`src/rtl/oc8051_muldiv_unit_pkg.sv`:
```
// Shared constants and payload types for the oc8051 iterative multiply/divide unit.
package oc8051_muldiv_unit_pkg;

    localparam int unsigned DATA_W        = 8;
    localparam int unsigned STEP_N        = 4;
    localparam int unsigned BITS_PER_STEP = 2;
    localparam int unsigned CNT_W         = 2;
    localparam int unsigned PROD_W        = 2 * DATA_W;

    typedef struct packed {
        logic [DATA_W-1:0] rem;
        logic [DATA_W-1:0] quot;
    } div_part_t;

endpackage

```
`src/rtl/oc8051_muldiv_unit_if.sv`:
```
// Operand/result bundle between the ALU and the multiply/divide unit.
interface oc8051_muldiv_unit_if;
    import oc8051_muldiv_unit_pkg::*;

    logic              enable_mul;
    logic              enable_div;
    logic [DATA_W-1:0] src1;
    logic [DATA_W-1:0] src2;
    logic [DATA_W-1:0] mul_des1;
    logic [DATA_W-1:0] mul_des2;
    logic              mul_ov;
    logic [DATA_W-1:0] div_des1;
    logic [DATA_W-1:0] div_des2;
    logic              div_ov;
    logic [CNT_W-1:0]  mul_cnt;
    logic [CNT_W-1:0]  div_cnt;

    modport master (
        output enable_mul, enable_div, src1, src2,
        input  mul_des1, mul_des2, mul_ov, div_des1, div_des2, div_ov, mul_cnt, div_cnt
    );

    modport slave (
        input  enable_mul, enable_div, src1, src2,
        output mul_des1, mul_des2, mul_ov, div_des1, div_des2, div_ov, mul_cnt, div_cnt
    );

endinterface

```
`src/rtl/oc8051_div_step.sv`:
```
// One iteration of restoring division: shifts in two dividend bits, MSB first.
module oc8051_div_step
    import oc8051_muldiv_unit_pkg::*;
(
    input  logic [DATA_W-1:0] rem_in,
    input  logic [DATA_W-1:0] q_in,
    input  logic [1:0]        dvd_bits,
    input  logic [DATA_W-1:0] divisor,
    output logic [DATA_W-1:0] rem_out,
    output logic [DATA_W-1:0] q_out
);

    logic [DATA_W:0] trial1;
    logic [DATA_W:0] trial2;
    logic [DATA_W:0] rem1;
    logic [DATA_W:0] rem2;
    logic            qbit1;
    logic            qbit2;

    // Trial values keep a ninth bit so a remainder >= 0x80 shifted left still compares correctly.
    always_comb begin
        trial1  = {rem_in, dvd_bits[1]};
        qbit1   = (trial1 >= {1'b0, divisor});
        rem1    = qbit1 ? (trial1 - {1'b0, divisor}) : trial1;
        trial2  = {rem1[DATA_W-1:0], dvd_bits[0]};
        qbit2   = (trial2 >= {1'b0, divisor});
        rem2    = qbit2 ? (trial2 - {1'b0, divisor}) : trial2;
        rem_out = rem2[DATA_W-1:0];
        q_out   = {q_in[DATA_W-3:0], qbit1, qbit2};
    end

endmodule

```
`src/rtl/oc8051_muldiv_unit.sv`:
```
// Iterative 8x8 unsigned MUL AB / DIV AB engines, two operand bits per clock, four clocks per op.
module oc8051_muldiv_unit
    import oc8051_muldiv_unit_pkg::*;
(
    input  logic                   clk,
    input  logic                   rst,
    oc8051_muldiv_unit_if.slave    bus
);

    logic [CNT_W-1:0]  mul_cnt_q, mul_cnt_d;
    logic [PROD_W-1:0] mul_part_q, mul_part_d;
    logic [CNT_W-1:0]  div_cnt_q, div_cnt_d;
    div_part_t         div_part_q, div_part_d;

    logic [1:0]        mul_bits;
    logic [2:0]        mul_shamt;
    logic [PROD_W-1:0] mul_pp;
    logic [PROD_W-1:0] mul_res;

    logic [2:0]        div_base;
    logic [1:0]        div_bits;
    logic [DATA_W-1:0] div_rem_in;
    logic [DATA_W-1:0] div_q_in;
    logic [DATA_W-1:0] div_rem_out;
    logic [DATA_W-1:0] div_q_out;

    // Multiply step: add src1 * (current multiplier bit pair) at weight 2k to the running product.
    always_comb begin
        mul_shamt = {mul_cnt_q, 1'b0};
        mul_bits  = bus.src2[mul_shamt +: 2];
        mul_pp    = PROD_W'(bus.src1) * PROD_W'(mul_bits);
        mul_res   = ((mul_cnt_q == '0) ? '0 : mul_part_q) + (mul_pp << mul_shamt);
    end

    // Divide step: dividend bits are consumed MSB first, so step k reads bits 7-2k and 6-2k.
    always_comb begin
        div_base   = {~div_cnt_q, 1'b0};
        div_bits   = bus.src1[div_base +: 2];
        div_rem_in = (div_cnt_q == '0) ? '0 : div_part_q.rem;
        div_q_in   = (div_cnt_q == '0) ? '0 : div_part_q.quot;
    end

    oc8051_div_step u_div_step (
        .rem_in   (div_rem_in),
        .q_in     (div_q_in),
        .dvd_bits (div_bits),
        .divisor  (bus.src2),
        .rem_out  (div_rem_out),
        .q_out    (div_q_out)
    );

    // Next state: an idle cycle restarts the counter, the partial result holds.
    always_comb begin
        mul_cnt_d  = '0;
        mul_part_d = mul_part_q;
        div_cnt_d  = '0;
        div_part_d = div_part_q;
        if (bus.enable_mul) begin
            mul_cnt_d  = mul_cnt_q + CNT_W'(1);
            mul_part_d = mul_res;
        end
        if (bus.enable_div) begin
            div_cnt_d       = div_cnt_q + CNT_W'(1);
            div_part_d.rem  = div_rem_out;
            div_part_d.quot = div_q_out;
        end
    end

    always_ff @(posedge clk or negedge rst) begin
        if (!rst) begin
            mul_cnt_q  <= '0;
            mul_part_q <= '0;
            div_cnt_q  <= '0;
            div_part_q <= '0;
        end else begin
            mul_cnt_q  <= mul_cnt_d;
            mul_part_q <= mul_part_d;
            div_cnt_q  <= div_cnt_d;
            div_part_q <= div_part_d;
        end
    end

    // The ALU samples these in step 3; earlier steps show partial results.
    assign bus.mul_des1 = mul_res[DATA_W-1:0];
    assign bus.mul_des2 = mul_res[PROD_W-1:DATA_W];
    assign bus.mul_ov   = |mul_res[PROD_W-1:DATA_W];
    assign bus.div_des1 = div_q_out;
    assign bus.div_des2 = div_rem_out;
    assign bus.div_ov   = (bus.src2 == '0);
    assign bus.mul_cnt  = mul_cnt_q;
    assign bus.div_cnt  = div_cnt_q;

endmodule

```
`src/flat_wrapper.sv`:
```
// flat-port wrapper written by rule: the top's interface ports become plain ports
module oc8051_muldiv_unit_flat import oc8051_muldiv_unit_pkg::*;
  (clk, rst, bus_enable_mul, bus_enable_div, bus_src1, bus_src2, bus_mul_des1, bus_mul_des2, bus_mul_ov, bus_div_des1, bus_div_des2, bus_div_ov, bus_mul_cnt, bus_div_cnt);
  oc8051_muldiv_unit_if bus_i ();
  input  logic clk;
  input  logic rst;
  input wire logic [$bits(bus_i.enable_mul)-1:0] bus_enable_mul;
  input wire logic [$bits(bus_i.enable_div)-1:0] bus_enable_div;
  input wire logic [$bits(bus_i.src1)-1:0] bus_src1;
  input wire logic [$bits(bus_i.src2)-1:0] bus_src2;
  output wire logic [$bits(bus_i.mul_des1)-1:0] bus_mul_des1;
  output wire logic [$bits(bus_i.mul_des2)-1:0] bus_mul_des2;
  output wire logic [$bits(bus_i.mul_ov)-1:0] bus_mul_ov;
  output wire logic [$bits(bus_i.div_des1)-1:0] bus_div_des1;
  output wire logic [$bits(bus_i.div_des2)-1:0] bus_div_des2;
  output wire logic [$bits(bus_i.div_ov)-1:0] bus_div_ov;
  output wire logic [$bits(bus_i.mul_cnt)-1:0] bus_mul_cnt;
  output wire logic [$bits(bus_i.div_cnt)-1:0] bus_div_cnt;
  assign bus_i.enable_mul = bus_enable_mul;
  assign bus_i.enable_div = bus_enable_div;
  assign bus_i.src1 = bus_src1;
  assign bus_i.src2 = bus_src2;
  assign bus_mul_des1 = bus_i.mul_des1;
  assign bus_mul_des2 = bus_i.mul_des2;
  assign bus_mul_ov = bus_i.mul_ov;
  assign bus_div_des1 = bus_i.div_des1;
  assign bus_div_des2 = bus_i.div_des2;
  assign bus_div_ov = bus_i.div_ov;
  assign bus_mul_cnt = bus_i.mul_cnt;
  assign bus_div_cnt = bus_i.div_cnt;
  oc8051_muldiv_unit u_core (.clk(clk), .rst(rst), .bus(bus_i));
endmodule
```
`config.mk`:
```
export PLATFORM = sky130hd
export DESIGN_NAME = oc8051_muldiv_unit_flat
export DESIGN_NICKNAME = d
export VERILOG_FILES = /design/src/rtl/oc8051_muldiv_unit_pkg.sv /design/src/rtl/oc8051_muldiv_unit_if.sv /design/src/rtl/oc8051_div_step.sv /design/src/rtl/oc8051_muldiv_unit.sv /design/src/flat_wrapper.sv
export SDC_FILE = /design/constraint.sdc
export NUM_CORES = 1
export LEC_CHECK = 0
export CORE_MARGIN = 5
export CORE_UTILIZATION = 50
export CTS_CLUSTER_SIZE = 25
export DETAILED_ROUTE_END_ITERATION = 7
export GPL_ROUTABILITY_DRIVEN = 0
export PLACE_DENSITY = 0.75
export SLEW_MARGIN = 20
export SYNTH_ARGS = -nofsm -noshare
export SYNTH_HDL_FRONTEND = slang
export SYNTH_SLANG_ARGS = --single-unit
```
`constraint.sdc`:
```
create_clock -name clk -period 7.84 [get_ports clk]
set_clock_uncertainty 0.2 [all_clocks]
set_input_delay 1.568 -clock clk [delete_from_list [all_inputs] [get_ports clk]]
set_output_delay 1.568 -clock clk [all_outputs]
set_load 0.05 [all_outputs]
```
# Yosys cells after proc, flatten, opt, wreduce, memory -nomap -nowiden
# Cells that the tools add are included.
[totals] ff_bits=34 in_bits=20 out_inout_bits=38
[classes] n_addsub=5 multipliers=1 magnitude_cmp=2 shift=3 n_mux=7 bitwise=1 n_reduce_logical=4
[op_table] operator="$mux 8" count=3
[op_table] operator="$ge 9x8->1" count=2
[op_table] operator="$add 16x16->16" count=1
[op_table] operator="$mux 16" count=1
[op_table] operator="$shiftx 8x4->2" count=2
[op_table] operator="$shl 10x3->16" count=1
[op_table] operator="$sub 8x8->8" count=2
[op_table] operator="$mul 8x2->10" count=1
[op_table] operator="$logic_not 8->1" count=1
[op_table] operator="$reduce_or 8->1" count=1
[op_table] operator="$mux 6" count=1
[op_table] operator="$add 2x1->2 const B" count=2
[op_table] operator="$logic_not 2->1" count=2
[op_table] operator="$mux 2" count=2
[op_table] operator="$not 2->2" count=1

# Logic depth before layout (Yosys ltp)
[depth] word_depth=6 mapped_depth=21 depth_no_buf=19

# By module
# Synthesis repeated with hierarchy kept, for this count alone.
[unflattened] cells_unflattened=451 hier_area_um2=4108.9
[modules_own_cells] mod="oc8051_muldiv_unit" instances=1 cells_per_inst=321 area_each_um2=3036.7 seq_area_each_um2=900.9
[modules_own_cells] mod="oc8051_div_step" instances=1 cells_per_inst=130 area_each_um2=1072.3 seq_area_each_um2=0.0

# Worst setup path after synthesis
# Ideal clock, no wire load.
[synth_timing] path_type="in2out" startpoint="input port bus_src2[7]" endpoint="output port bus_mul_ov" arrival_ns=6.374 setup_slack_ns=-0.302 path_stages=17 n_path_buf=0 path_cell_list="mux4_2 -> and2_1 -> ha_1 -> a21o_1 -> a21oi_1 -> o21bai_1 -> a21oi_1 -> xnor2_1 -> mux4_2 -> ha_1 -> a21o_1 -> a21oi_2 -> o21ai_1 -> a32o_1 -> o311a_4 -> or4_1 -> or4_1"
[synth_between] elab_chain_cells=5
[synth_rtl] item="start, declared" line="flat_wrapper.sv:10" text="input wire logic [$bits(bus_i.src2)-1:0] bus_src2;"
[synth_rtl] item="$shiftx 8x4->2" line="oc8051_muldiv_unit.sv:30" text="mul_bits = bus.src2[mul_shamt +: 2];"
[synth_rtl] item="$mul 8x2->10" line="oc8051_muldiv_unit.sv:31" text="mul_pp = PROD_W'(bus.src1) * PROD_W'(mul_bits);"
[synth_rtl] item="$shl 10x3->16" line="oc8051_muldiv_unit.sv:32" text="mul_res = ((mul_cnt_q == '0) ? '0 : mul_part_q) + (mul_pp << mul_shamt);"
[synth_rtl] item="$add 16x16->16" line="oc8051_muldiv_unit.sv:32"
[synth_rtl] item="via bus_mul_des2[3]" line="flat_wrapper.sv:12" text="output wire logic [$bits(bus_i.mul_des2)-1:0] bus_mul_des2;"
[synth_rtl] item="$reduce_or 8->1" line="oc8051_muldiv_unit.sv:86" text="assign bus.mul_ov = |mul_res[PROD_W-1:DATA_W];"
[synth_rtl] item="end, declared" line="flat_wrapper.sv:13" text="output wire logic [$bits(bus_i.mul_ov)-1:0] bus_mul_ov;"
# The timed path passes the listed nets, and every way through them passes these cells.

# Worst setup path after layout
[layout_timing] startpoint="input port bus_src2[6]" endpoint="output port bus_mul_ov"
[layout_between] elab_chain_cells=5
[layout_rtl] item="$shiftx 8x4->2" line="oc8051_muldiv_unit.sv:30"
[layout_rtl] item="$mul 8x2->10" line="oc8051_muldiv_unit.sv:31"
[layout_rtl] item="$shl 10x3->16" line="oc8051_muldiv_unit.sv:32"
[layout_rtl] item="$add 16x16->16" line="oc8051_muldiv_unit.sv:32"
[layout_rtl] item="$reduce_or 8->1" line="oc8051_muldiv_unit.sv:86"
# No other way between the ends.

==> impl_metrics.csv <==
group,metric,value,unit
run_status,status,"complete, but fails checks",
run_status,violations,"setup timing",
floorplan,initial_core_util,0.503,
detailed_routing,ant_nets,0,
cts,clk_path_buf_depth,2,
floorplan,rows,32,
synth,yosysWarnings,0,
power_and_ir_drop,seqPwrFrac,0.115,
cts,htree_levels,2,
cts,cts_sinks,34,
power_and_ir_drop,power.share.clock,0.084,
detailed_routing,vias_per_cell,5.70,
critical_path,slowest_stage,"mux4_2",
global_route,overflow,0,
worst_hold_path,hold_path_depth,1,
worst_hold_path,hp-class,"flip-flop to flip-flop",
critical_path,crit_fanout,4,
synth,synth.area.top_cells,"dfrtp_1 22%, ha_1 13%, mux2_2 6.5%, nor2b_1 5.7%, xnor2_1 5.0%",
global_route,antenna_found_initial,0,
sta,worstMarginPinSlew,0.923,ns
layout,fillers,561,
detailed_routing,via_count,3862,
synth,ys_types,51,
cts,clk_pin_slew,0.08,ns
power_and_ir_drop,sw_frac_of_total,0.488,
critical_path,path_buf_inv,2,
synth,synth_nets,518,
power_and_ir_drop,p_leak,2.53,nW
power_and_ir_drop,p_int,1.23,mW
critical_path,worst-r2r-cell-count,21,
critical_path,worstPathRequired,6.07,ns
detailed_routing,drt_pass1_iterations,6,
layout,design_area,5490,um^2
flow_run,maxCapViolations,0,
global_route,grt_pass1_wl,19000,um
critical_path,path_cells,"buf_6 > mux4_2 > and2_4 > ha_4 > a21o_1 > a21oi_4 > o21bai_2 > nand2_1 > a21oi_2 > xnor2_2 > mux4_2 > ha_4 > a21o_1 > a21oi_2 > o21ai_1 > a32o_2 > o311a_4 > or4_4 > or4_4 > buf_8",
power_and_ir_drop,vdd_ir_drop_max,0.771,mV
placement,io_buffer_count,57,
synth,synth_seq_area_share,0.222,
cts,cts-root-buf,"clkbuf_8",
critical_path,worstSetupPathType,"input pin to primary output",
critical_path,worst_setup_path_end_kind,"primary output",
power_and_ir_drop,pwr-share-comb,0.801,
sta,max_slew_margin,0.383,
synth,synth_edf_count,0,
floorplan,die_w,97.5,um
detailed_routing,drc,0,
sta,period_minus_slack,8.06,ns
layout,antennaDiodeCount,0,
floorplan,die_area,9510,um^2
sta,max_freq,0.124,GHz
critical_path,path_delay_family,"compound AO/OA/AOI/OAI gates",
synth,yosys.area.top_type,"dfrtp_1",
critical_path,crit_arrival,6.29,ns
critical_path,critical_path_cell_count,20,
synth,async_reset_ff_frac,1.00,
cts,numCtsBuffers,5,
floorplan,ios,58,
layout,drive_gt1_frac,0.304,
critical_path,critPathMaxStageDelay,0.54,ns
synth,syn_area,3830,um^2
synth,post_synth_inst_count,454,
sta,rsz0062_at_grt,"true",
detailed_routing,drt-wirelength-per-cell,17.2,um
global_route,grt_max_degree,35,
cts,cts_tree,"done",
power_and_ir_drop,switchingPower,1.17,mW
synth,ys.flop_type,"dfrtp_1",
sta,setup_viol_count_final,1,
synth,ys_ff_latch,34,
placement,place_area,5060,um^2
synth,avgSynthCellArea,8.44,um^2
global_route,grt_pass1_vias,3989,
synth,yosysTopAreaCellShare,0.222,
sta,period_share,1.03,
floorplan,die_h,97.5,um
layout,nets,638,
cts,clk_latency,0.29,ns
power_and_ir_drop,p_per_area,437,nW/um^2
floorplan,core-area,7610,um^2
global_route,grt_util_all_layers,0.243,
sta,slew_viol_final,0,
sta,hold_viol_final,0,
sta,setup_ws,-0.220,ns
layout,syn2layout_area_growth,43.4,%
sta,holdWs,0.262,ns
critical_path,cp-start-kind,"input pin",
detailed_routing,drt_wl_total,11700,um
detailed_routing,initialDrtViolationCount,245,
placement,post-dp-hpwl,8590,um
layout by cell type (no fill, tap or decap), types with 4 or more instances in the layout:
cell type,instances
a21o_1,5
a21oi_1,27
a21oi_2,5
a31oi_1,7
and2_1,11
and2_4,7
buf_12,15
buf_4,74
buf_6,10
clkbuf_8,5
clkdlybuf4s50_1,27
dfrtp_1,34
ha_1,32
ha_4,6
inv_1,25
mux2_1,6
mux2_2,22
mux2i_1,8
nand2_1,30
nand3_1,9
nand4_1,4
nor2_1,43
nor2b_1,35
o211ai_1,4
o21a_1,14
o21ai_0,16
o21ai_1,5
xnor2_1,19
xor2_1,5
power groups by stage:
stage               clock, mW  sequential, mW  combinational [mW]
finish                  0.202           0.275                1.92
global placement            0           0.274                1.80
floorplan                   0           0.271                1.13
global route            0.216           0.283                2.04
detailed placement          0           0.278                1.83
CTS                     0.208           0.274                1.88
cells in the mapped netlist, drive strengths merged, types with 2 or more instances:
cell / count
and2: 18
o21a: 14
or4: 3
xnor2: 22
o41ai: 2
o211ai: 4
mux2i: 8
nand2: 30
dfrtp: 34
nor2b: 35
inv: 25
o21bai: 4
nand3: 9
a211oi: 2
o2111ai: 2
nor3b: 2
nor3: 4
xor2: 5
and3: 4
mux2: 28
a21o: 5
fa: 4
ha: 40
clkinv: 2
clkbuf: 11
mux4: 3
o31ai: 3
a21oi: 33
nand4: 4
a31oi: 7
a2bb2oi: 2
buf: 4
nor2: 44
o21ai: 22
o31a: 3
nand2b: 2
or3: 2
flip-flops by register name, indices dropped and copies added, names as in the netlist:
register and count:
u_core.div_part_q 14, u_core.bus.mul_cnt 2, u_core.mul_part_q 16, u_core.bus.div_cnt 2
worst register-to-register path, cell delays in order, from the launching register on:
cell and delay (ns):
dfrtp_1 0.73, mux4_2 0.48, and2_4 0.21, ha_4 0.25, a21o_1 0.16, a21oi_4 0.07, o21bai_2 0.17, nand2_1 0.08
a21oi_2 0.19, xnor2_2 0.10, mux4_2 0.51, ha_4 0.24, a21o_1 0.20, a21oi_2 0.15, o21ai_1 0.08, a32o_2 0.25
buf_4 0.13, buf_4 0.12, a21oi_1 0.16, xnor2_1 0.12, buf_4 0.16, mux2_2 0.25
repair_timing:
item,in CTS,in global routing
pin swaps,23,28
hold buffers,0,0
endpoints found under the setup margin,3,10
buffers inserted,11,1
resized for setup,60,20
cloned,0,0
worst paths after layout:
| kind | endpoint | slack, ns | startpoint |
|---|---|---|---|
| min | u_core.bus.div_cnt[0] | 0.26 | u_core.bus.div_cnt[0] |
| min in group asynchronous | u_core.bus.div_cnt[1] | 1.48 | rst |
| max reg2reg | u_core.mul_part_q[15] | 2.71 | u_core.bus.mul_cnt[1] |
| min reg2reg | u_core.bus.div_cnt[0] | 0.26 | u_core.bus.div_cnt[0] |
| max | bus_mul_ov | -0.22 | bus_src2[6] |
| max in group asynchronous | u_core.mul_part_q[12] | 5.60 | rst |
routing by layer:
metal | track usage | up-vias | routed length [um]
met5 | 0 | - | 0
met4 | 0.0927 | 0 | 309
met3 | 0.0553 | 34 | 653
met2 | 0.425 | 128 | 5830
met1 | 0.287 | 1842 | 4880
li1 | - | 1858 | -
layout make-up:
cell class / instances / area (um^2) / share of cell area
Multi-Input combinational cell: 378 / 3020 / 0.549
Timing Repair Buffer: 128 / 1260 / 0.229
Sequential cell: 34 / 851 / 0.155
Tap cell: 102 / 128 / 0.0232
Inverter: 27 / 101 / 0.0184
Clock buffer: 5 / 68.8 / 0.0125
Clock inverter: 3 / 68.8 / 0.0125
cell families after synthesis:
kind of cell,after synthesis,synth area share
fa+ha+maj,44,0.152
mux,39,0.121
compound gates,111,0.191
xor+xnor,27,0.0617
simple gates,157,0.208
buf+inv,42,0.0444
flops,34,0.222
metrics by stage:
stage,power [mW],setup slack (ns),TNS [ns],cells,utilization
after floorplan,1.40,0.0115,0,454,-
after global placement,2.08,-0.524,-0.524,657,0.666
after detailed placement,2.10,-0.714,-0.845,657,0.666
after CTS,2.36,-0.127,-0.127,676,0.706
after global routing,2.54,-0.300,-0.336,677,0.722
final,2.40,-0.220,-0.220,677,0.722
Power figures use the tool's default switching activity.
